[config.mk]
export PLATFORM = sky130hd
export DESIGN_NAME = led_breath_pwm_flat
export DESIGN_NICKNAME = d
export VERILOG_FILES = /design/src/rtl/led_breath_pwm_if.sv /design/src/rtl/led_breath_pwm.sv /design/src/flat_wrapper.sv
export SDC_FILE = /design/constraint.sdc
export NUM_CORES = 1
export LEC_CHECK = 0
export ABC_AREA = 1
export CAP_MARGIN = 20
export CORE_ASPECT_RATIO = 1.4
export CORE_MARGIN = 3
export CORE_UTILIZATION = 57
export CTS_CLUSTER_SIZE = 10
export DETAILED_ROUTE_END_ITERATION = 10
export PLACE_DENSITY = 0.77
export SETUP_SLACK_MARGIN = 0.4
export SLEW_MARGIN = 20
export SYNTH_ARGS = -nofsm -noshare
export SYNTH_HDL_FRONTEND = slang
export SYNTH_SLANG_ARGS = --single-unit
[constraint.sdc]
create_clock -name clk_i -period 1.68 [get_ports clk_i]
set_input_delay 0.504 -clock clk_i [delete_from_list [all_inputs] [get_ports clk_i]]
set_output_delay 0.504 -clock clk_i [all_outputs]
set_load 0.1 [all_outputs]
[src/rtl/led_breath_pwm_if.sv]
// Signal bundle between the PLL-domain top level and the LED breathing PWM block.
// No valid/ready handshake: en_i is a level enable sampled every clock, lock_i is
// asynchronous and synchronized inside the block, all outputs are registered levels.
interface led_breath_pwm_if #(
    parameter int NUM_LED = 5
);
    logic               lock_i;
    logic               en_i;
    logic [NUM_LED-1:0] led_o;
    logic               cyc_o;
    logic               run_o;
    logic [1:0]         state_o;

    modport master (
        output lock_i, en_i,
        input  led_o, cyc_o, run_o, state_o
    );

    modport slave (
        input  lock_i, en_i,
        output led_o, cyc_o, run_o, state_o
    );
endinterface

[src/rtl/led_breath_pwm.sv]
// Phase-staggered breathing PWM for the LED bank, held dark until the PLL lock
// has been continuously high for LOCK_FILTER synchronized cycles.
module led_breath_pwm #(
    parameter int NUM_LED     = 5,
    parameter int PWM_BITS    = 8,
    parameter int STEP_DIV    = 234375,
    parameter int PHASE_OFS   = 102,
    parameter int LOCK_FILTER = 1024
) (
    input  logic              clk_i,
    input  logic              rst_n_i,
    led_breath_pwm_if.slave   bus
);
    localparam int ACC_W = PWM_BITS + 1;
    localparam int PRE_W = (STEP_DIV > 1) ? $clog2(STEP_DIV) : 1;
    localparam int LCK_W = (LOCK_FILTER > 1) ? $clog2(LOCK_FILTER) : 1;

    localparam logic [PRE_W-1:0]    PRE_LAST = PRE_W'(STEP_DIV - 1);
    localparam logic [LCK_W-1:0]    LCK_LAST = LCK_W'(LOCK_FILTER - 1);
    localparam logic [PRE_W-1:0]    PRE_ONE  = PRE_W'(1);
    localparam logic [LCK_W-1:0]    LCK_ONE  = LCK_W'(1);
    localparam logic [ACC_W-1:0]    ACC_ONE  = ACC_W'(1);
    localparam logic [PWM_BITS-1:0] PWM_ONE  = PWM_BITS'(1);

    typedef enum logic [1:0] {
        WAIT_LOCK = 2'd0,
        RUN       = 2'd1,
        PAUSE     = 2'd2
    } state_t;

    state_t                            state_q, state_d;
    logic                              lock_m, lock_s;
    logic [LCK_W-1:0]                  lock_cnt;
    logic [PRE_W-1:0]                  presc;
    logic [ACC_W-1:0]                  acc;
    logic [PWM_BITS-1:0]               pwm_cnt;
    logic [NUM_LED-1:0][PWM_BITS-1:0]  duty_q;
    logic [NUM_LED-1:0][PWM_BITS-1:0]  duty_next;
    logic [NUM_LED-1:0]                led_q, led_cmp;
    logic                              cyc_q;
    logic                              run_step, clear, tick;

    always_ff @(posedge clk_i or negedge rst_n_i) begin
        if (!rst_n_i) begin
            lock_m <= 1'b0;
            lock_s <= 1'b0;
        end else begin
            lock_m <= bus.lock_i;
            lock_s <= lock_m;
        end
    end

    always_ff @(posedge clk_i or negedge rst_n_i) begin
        if (!rst_n_i) state_q <= WAIT_LOCK;
        else          state_q <= state_d;
    end

    // Lock loss is checked first in every state so it always wins over en_i.
    always_comb begin
        state_d = state_q;
        case (state_q)
            WAIT_LOCK: if (lock_s && lock_cnt == LCK_LAST) state_d = bus.en_i ? RUN : PAUSE;
            RUN: begin
                if (!lock_s)         state_d = WAIT_LOCK;
                else if (!bus.en_i)  state_d = PAUSE;
            end
            PAUSE: begin
                if (!lock_s)         state_d = WAIT_LOCK;
                else if (bus.en_i)   state_d = RUN;
            end
            default:                 state_d = WAIT_LOCK;
        endcase
    end

    always_ff @(posedge clk_i or negedge rst_n_i) begin
        if (!rst_n_i)
            lock_cnt <= '0;
        else if (state_q == WAIT_LOCK && lock_s && lock_cnt != LCK_LAST)
            lock_cnt <= lock_cnt + LCK_ONE;
        else
            lock_cnt <= '0;
    end

    assign run_step = (state_q == RUN) && lock_s && bus.en_i;
    assign clear    = !lock_s || (state_q == WAIT_LOCK);
    assign tick     = run_step && (presc == PRE_LAST);

    // Triangle fold of each channel's phase: rising on the lower half, falling on the upper.
    for (genvar k = 0; k < NUM_LED; k++) begin : g_ch
        logic [ACC_W-1:0] phase;
        assign phase        = acc + ACC_W'(k * PHASE_OFS);
        assign duty_next[k] = phase[PWM_BITS] ? ~phase[PWM_BITS-1:0] : phase[PWM_BITS-1:0];
        assign led_cmp[k]   = pwm_cnt < duty_q[k];
    end

    // duty_q only reloads on the last PWM count so each period uses one duty throughout.
    always_ff @(posedge clk_i or negedge rst_n_i) begin
        if (!rst_n_i) begin
            presc   <= '0;
            acc     <= '0;
            pwm_cnt <= '0;
            duty_q  <= '0;
            led_q   <= '0;
            cyc_q   <= 1'b0;
        end else if (clear) begin
            presc   <= '0;
            acc     <= '0;
            pwm_cnt <= '0;
            duty_q  <= '0;
            led_q   <= '0;
            cyc_q   <= 1'b0;
        end else begin
            cyc_q <= tick && (&acc);
            if (run_step) begin
                presc   <= tick ? '0 : presc + PRE_ONE;
                pwm_cnt <= pwm_cnt + PWM_ONE;
                led_q   <= led_cmp;
                if (tick)      acc    <= acc + ACC_ONE;
                if (&pwm_cnt)  duty_q <= duty_next;
            end else begin
                led_q <= '0;
            end
        end
    end

    assign bus.led_o   = led_q;
    assign bus.cyc_o   = cyc_q;
    assign bus.run_o   = (state_q == RUN);
    assign bus.state_o = state_q;
endmodule

[src/flat_wrapper.sv]
// flat-port wrapper written by rule: the top's interface ports become plain ports
module led_breath_pwm_flat 
#(
    parameter int NUM_LED     = 5,
    parameter int PWM_BITS    = 8,
    parameter int STEP_DIV    = 234375,
    parameter int PHASE_OFS   = 102,
    parameter int LOCK_FILTER = 1024
)
  (clk_i, rst_n_i, bus_lock_i, bus_en_i, bus_led_o, bus_cyc_o, bus_run_o, bus_state_o);
  led_breath_pwm_if #(.NUM_LED(NUM_LED)) bus_i ();
  input  logic clk_i;
  input  logic rst_n_i;
  input wire logic [$bits(bus_i.lock_i)-1:0] bus_lock_i;
  input wire logic [$bits(bus_i.en_i)-1:0] bus_en_i;
  output wire logic [$bits(bus_i.led_o)-1:0] bus_led_o;
  output wire logic [$bits(bus_i.cyc_o)-1:0] bus_cyc_o;
  output wire logic [$bits(bus_i.run_o)-1:0] bus_run_o;
  output wire logic [$bits(bus_i.state_o)-1:0] bus_state_o;
  assign bus_i.lock_i = bus_lock_i;
  assign bus_i.en_i = bus_en_i;
  assign bus_led_o = bus_i.led_o;
  assign bus_cyc_o = bus_i.cyc_o;
  assign bus_run_o = bus_i.run_o;
  assign bus_state_o = bus_i.state_o;
  led_breath_pwm #(.NUM_LED(NUM_LED), .PWM_BITS(PWM_BITS), .STEP_DIV(STEP_DIV), .PHASE_OFS(PHASE_OFS), .LOCK_FILTER(LOCK_FILTER)) u_core (.clk_i(clk_i), .rst_n_i(rst_n_i), .bus(bus_i));
endmodule
==> impl_metrics.yaml <==
outcome:
  outcome: "finished, violations left"
  violated_checks: "negative setup slack"
route:
  wire_per_inst_um: 22.5
  drt_drc_violations_left: 0
  ant_nets: 0
  detail_route.first_pass.iterations: 9
  first_iter_violations: 1000
  detail_route.wirelength_mm: 25.2
  dr_total_vias: 7240
  vias_per_cell: 6.45
sta:
  timing_worst_slew_pin_value_ns: 0.538
  finalClockSkew_ns: 0.0130
  count_of_endpoints_failing_hold_in_the_final_timing_report: 0
  fin_crit_ns: 1.96
  grt_setup_unrepaired: "true"
  final.setup.worst_slack_ns: -0.285
  finalHoldWorstSlack_ns: 0.164
  setup_viol: 71
  highest_clock_frequency_the_design_can_meet_ghz: 0.509
  timing.setup.tns_ns: -10.12
  final-max-slew-violation-count: 0
  max-slew-margin-rel_pct: 64.1
  post_route_clock_period_utilization_pct: 117
global_route:
  grt_start_max_net_pins: 96
  initial_antenna_violation_count: 0
  grt_usage_pct: 32.4
  via_count_of_the_first_global_routing_pass: 6743
  overflow_left_after_global_routing: 0
  grt_first_pass_wirelength_mm: 31.3
clocking:
  cts-hold-fix-buffers: 0
  source_to_sink_clock_delay_at_the_later_pin_of_the_worst_skew_pair_ns: 0.37
  clk_pin_slew_worst_paths_ns: 0.07
  clock_sinks: 95
  cts_tree: "done"
  clock_tree.root_cell: "clkbuf_16"
  cts-buffers-inserted: 9
  cts-root-to-sink-buffers: 2
  h-tree-depth: 3
placement:
  place_ws_ns: -0.456
  detailed_place.area_um2: 7160
  post-place-cells: 1060
  detailedPlacementHpwl_mm: 11.9
  gpl.final_weighted_congestion: 0.894
  place.port_buffers: 12
setup_path:
  worst-path-max-fanout: 8
  cp_slowest_cell: "dfrtp_4"
  regToRegEndpoint: "u_core.duty_q[5]$_DFFE_PN0P_"
  cp_num_buf_inv: 4
  rr_startpoint: "u_core.bus.state_o[1]$_DFFE_PN0P_"
  worst-endpoint-arrival_ns: 2.22
  path_cells: "buf_6, inv_6, nand3_4, nor2_4, nand3_4, nor2_4, buf_6, buf_16, o21ai_2, o21ai_1"
  worst_path_largest_cell_delay_ns: 0.49
  critPathCaptureType: "flop"
  cp_data_required_time_ns: 1.94
  worst-r2r-cell-count: 10
  ff2ff_setup_slack_ns: -0.28
  cpLargestDelayFamily: "simple AND/OR/NAND/NOR gates"
  timing_worst_setup_path_type: "reg -> reg"
  cp-start-kind: "flop"
yosys:
  synth-seq-area-share_pct: 37.9
  synth_top_area_share_pct: 37.9
  synthesis.area_um2: 6280
  synthDistinctLibCells: 33
  ys_top_cells_by_area: "dfrtp_1, nand2_1, ha_1"
  yosysWarningCount: 0
  ys_seq_elements: 95
  postSynthAreaPerCell_um2: 7.27
  syn-num-nets: 918
  post-synth-top-area-cell: "dfrtp_1"
  syn_inst: 864
hold_path:
  hold_path_class: "in -> async"
floorplanning:
  rows: 44
  floorplan.initialDensity_pct: 59.4
  fp.dieH_um: 130
  die-width_um: 94.7
  placeableCoreArea_um2: 10600
  num_io_pins: 13
  die_area_um2: 12300
final_layout:
  nNetsFinal: 1034
  mostFrequentLayoutCells: "nand2_1, inv_1, dfrtp_1"
  drive_above_1_share_pct: 33.0
  fill_cells: 501
  multi_input_comb_area_um2: 4340
  antenna_cells_inserted: 0
  layoutNonFillerInstCount: 1123
  layout_commonest_cell: "nand2_1"
  area_growth_syn_to_layout_pct: 44.4
  layout.core_utilization_pct: 85.8
  stdcell_area_um2: 9060
  seq_area_um2: 2400
pwr:
  netSwitchingPower_mw: 1.10
  share_clk_of_total_power_pct: 48.0
  switching_share_pct: 23.5
  seq_power_share_pct: 49.2
  post-layout-total-power_mw: 4.68
  power.density_cell_area_nw_per_um2: 517
  internal_power_mw: 3.58
  p_leak_nw: 4.21
  power.ir.vdd_worst_mv: 0.921
  share_of_total_power_in_combinational_logic_pct: 2.7
run:
  timing.max_cap.violations: 0
-- metal layers --
layer  track usage [%]  vias to the layer above  part of all wire [%]
li1                  -                     3032                     -
met1              36.6                     3348                    33
met2              57.8                      624                    47
met3              4.67                      236                    11
met4              18.1                        0                   9.4
met5                 0                        -                     0
-- sequential cells by signal, summed over array words and instances, names as in the netlist --
| signal | count |
|---|---|
| u_core.acc | 9 |
| u_core.bus.cyc_o | 1 |
| u_core.bus.led_o | 5 |
| u_core.bus.state_o | 2 |
| u_core.duty_q | 40 |
| u_core.lock_cnt | 10 |
| u_core.lock_m | 1 |
| u_core.lock_s | 1 |
| u_core.presc | 18 |
| u_core.pwm_cnt | 8 |
-- logic make-up (layout without fill, tap and decap cells) --
kind of cell             count (synthesis)  in the layout  share of synthesized area [%]
flip-flops                              95             95                           37.9
AND/OR/NAND/NOR                        452            452                           30.7
XOR/XNOR                                27             27                           3.77
AO/OA/AOI/OAI                          107            108                           9.15
adder cells (fa/ha/maj)                 50             50                           9.97
buffers and inverters                  133            253                           8.51
-- how the worst max path moves through the flow --
stage | from | endpoint | slack [ns] | depth (start not counted)
finish | u_core.bus.state_o[1]$_DFFE_PN0P_ | u_core.duty_q[5]$_DFFE_PN0P_ | -0.28 | 10
detailed placement | bus_en_i | u_core.duty_q[13]$_DFFE_PN0P_ | -0.46 | 9
floorplan | u_core.bus.state_o[1]$_DFFE_PN0P_ | u_core.duty_q[21]$_DFFE_PN0P_ | -0.05 | 9
CTS | u_core.bus.state_o[1]$_DFFE_PN0P_ | bus_run_o | -0.09 | 3
global route | u_core.acc[2]$_DFFE_PN0P_ | u_core.duty_q[31]$_DFFE_PN0P_ | -0.37 | 8
global placement | bus_en_i | u_core.presc[2]$_DFFE_PN0P_ | -0.43 | 7
-- power groups by stage --
stage | logic, mW | clock network [mW] | registers (mW)
final | 0.128 | 2.25 | 2.30
after global routing | 0.138 | 2.31 | 2.30
after CTS | 0.106 | 2.15 | 2.30
after detailed placement | 0.0850 | 0 | 2.35
after global placement | 0.0803 | 0 | 2.35
after floorplan | 0.0163 | 0 | 2.35
-- repair_timing --
item	in CTS	in global routing
pin swaps	32	73
setup endpoints to repair	102	102
gates cloned	5	1
resized for setup	142	171
setup buffers	29	12
-- synthesized netlist by cell type, drive strengths merged --
library cell  instances
xor2                 21
ha                   50
o21bai                2
nor3b                 3
a21oi                26
o21a                  5
o21ai                70
or2                   2
o211ai                1
nor2                 85
nor3                 13
xnor2                 6
a31oi                 1
dfrtp                95
inv                 113
clkinv                1
nand2               237
nand4                10
nand3b                7
buf                  17
nand3                95
clkbuf                2
o22ai                 2
-- layout make-up --
cell class | count | area share, %
tap | 138 | 1.90
sequential | 95 | 26.4
clock inverter | 4 | 0.580
timing repair buffer | 123 | 15.4
inverter | 114 | 5.00
clock buffer | 12 | 2.83
multi-input combinational | 637 | 47.8
No activity file was read; power rests on OpenSTA's default activity.
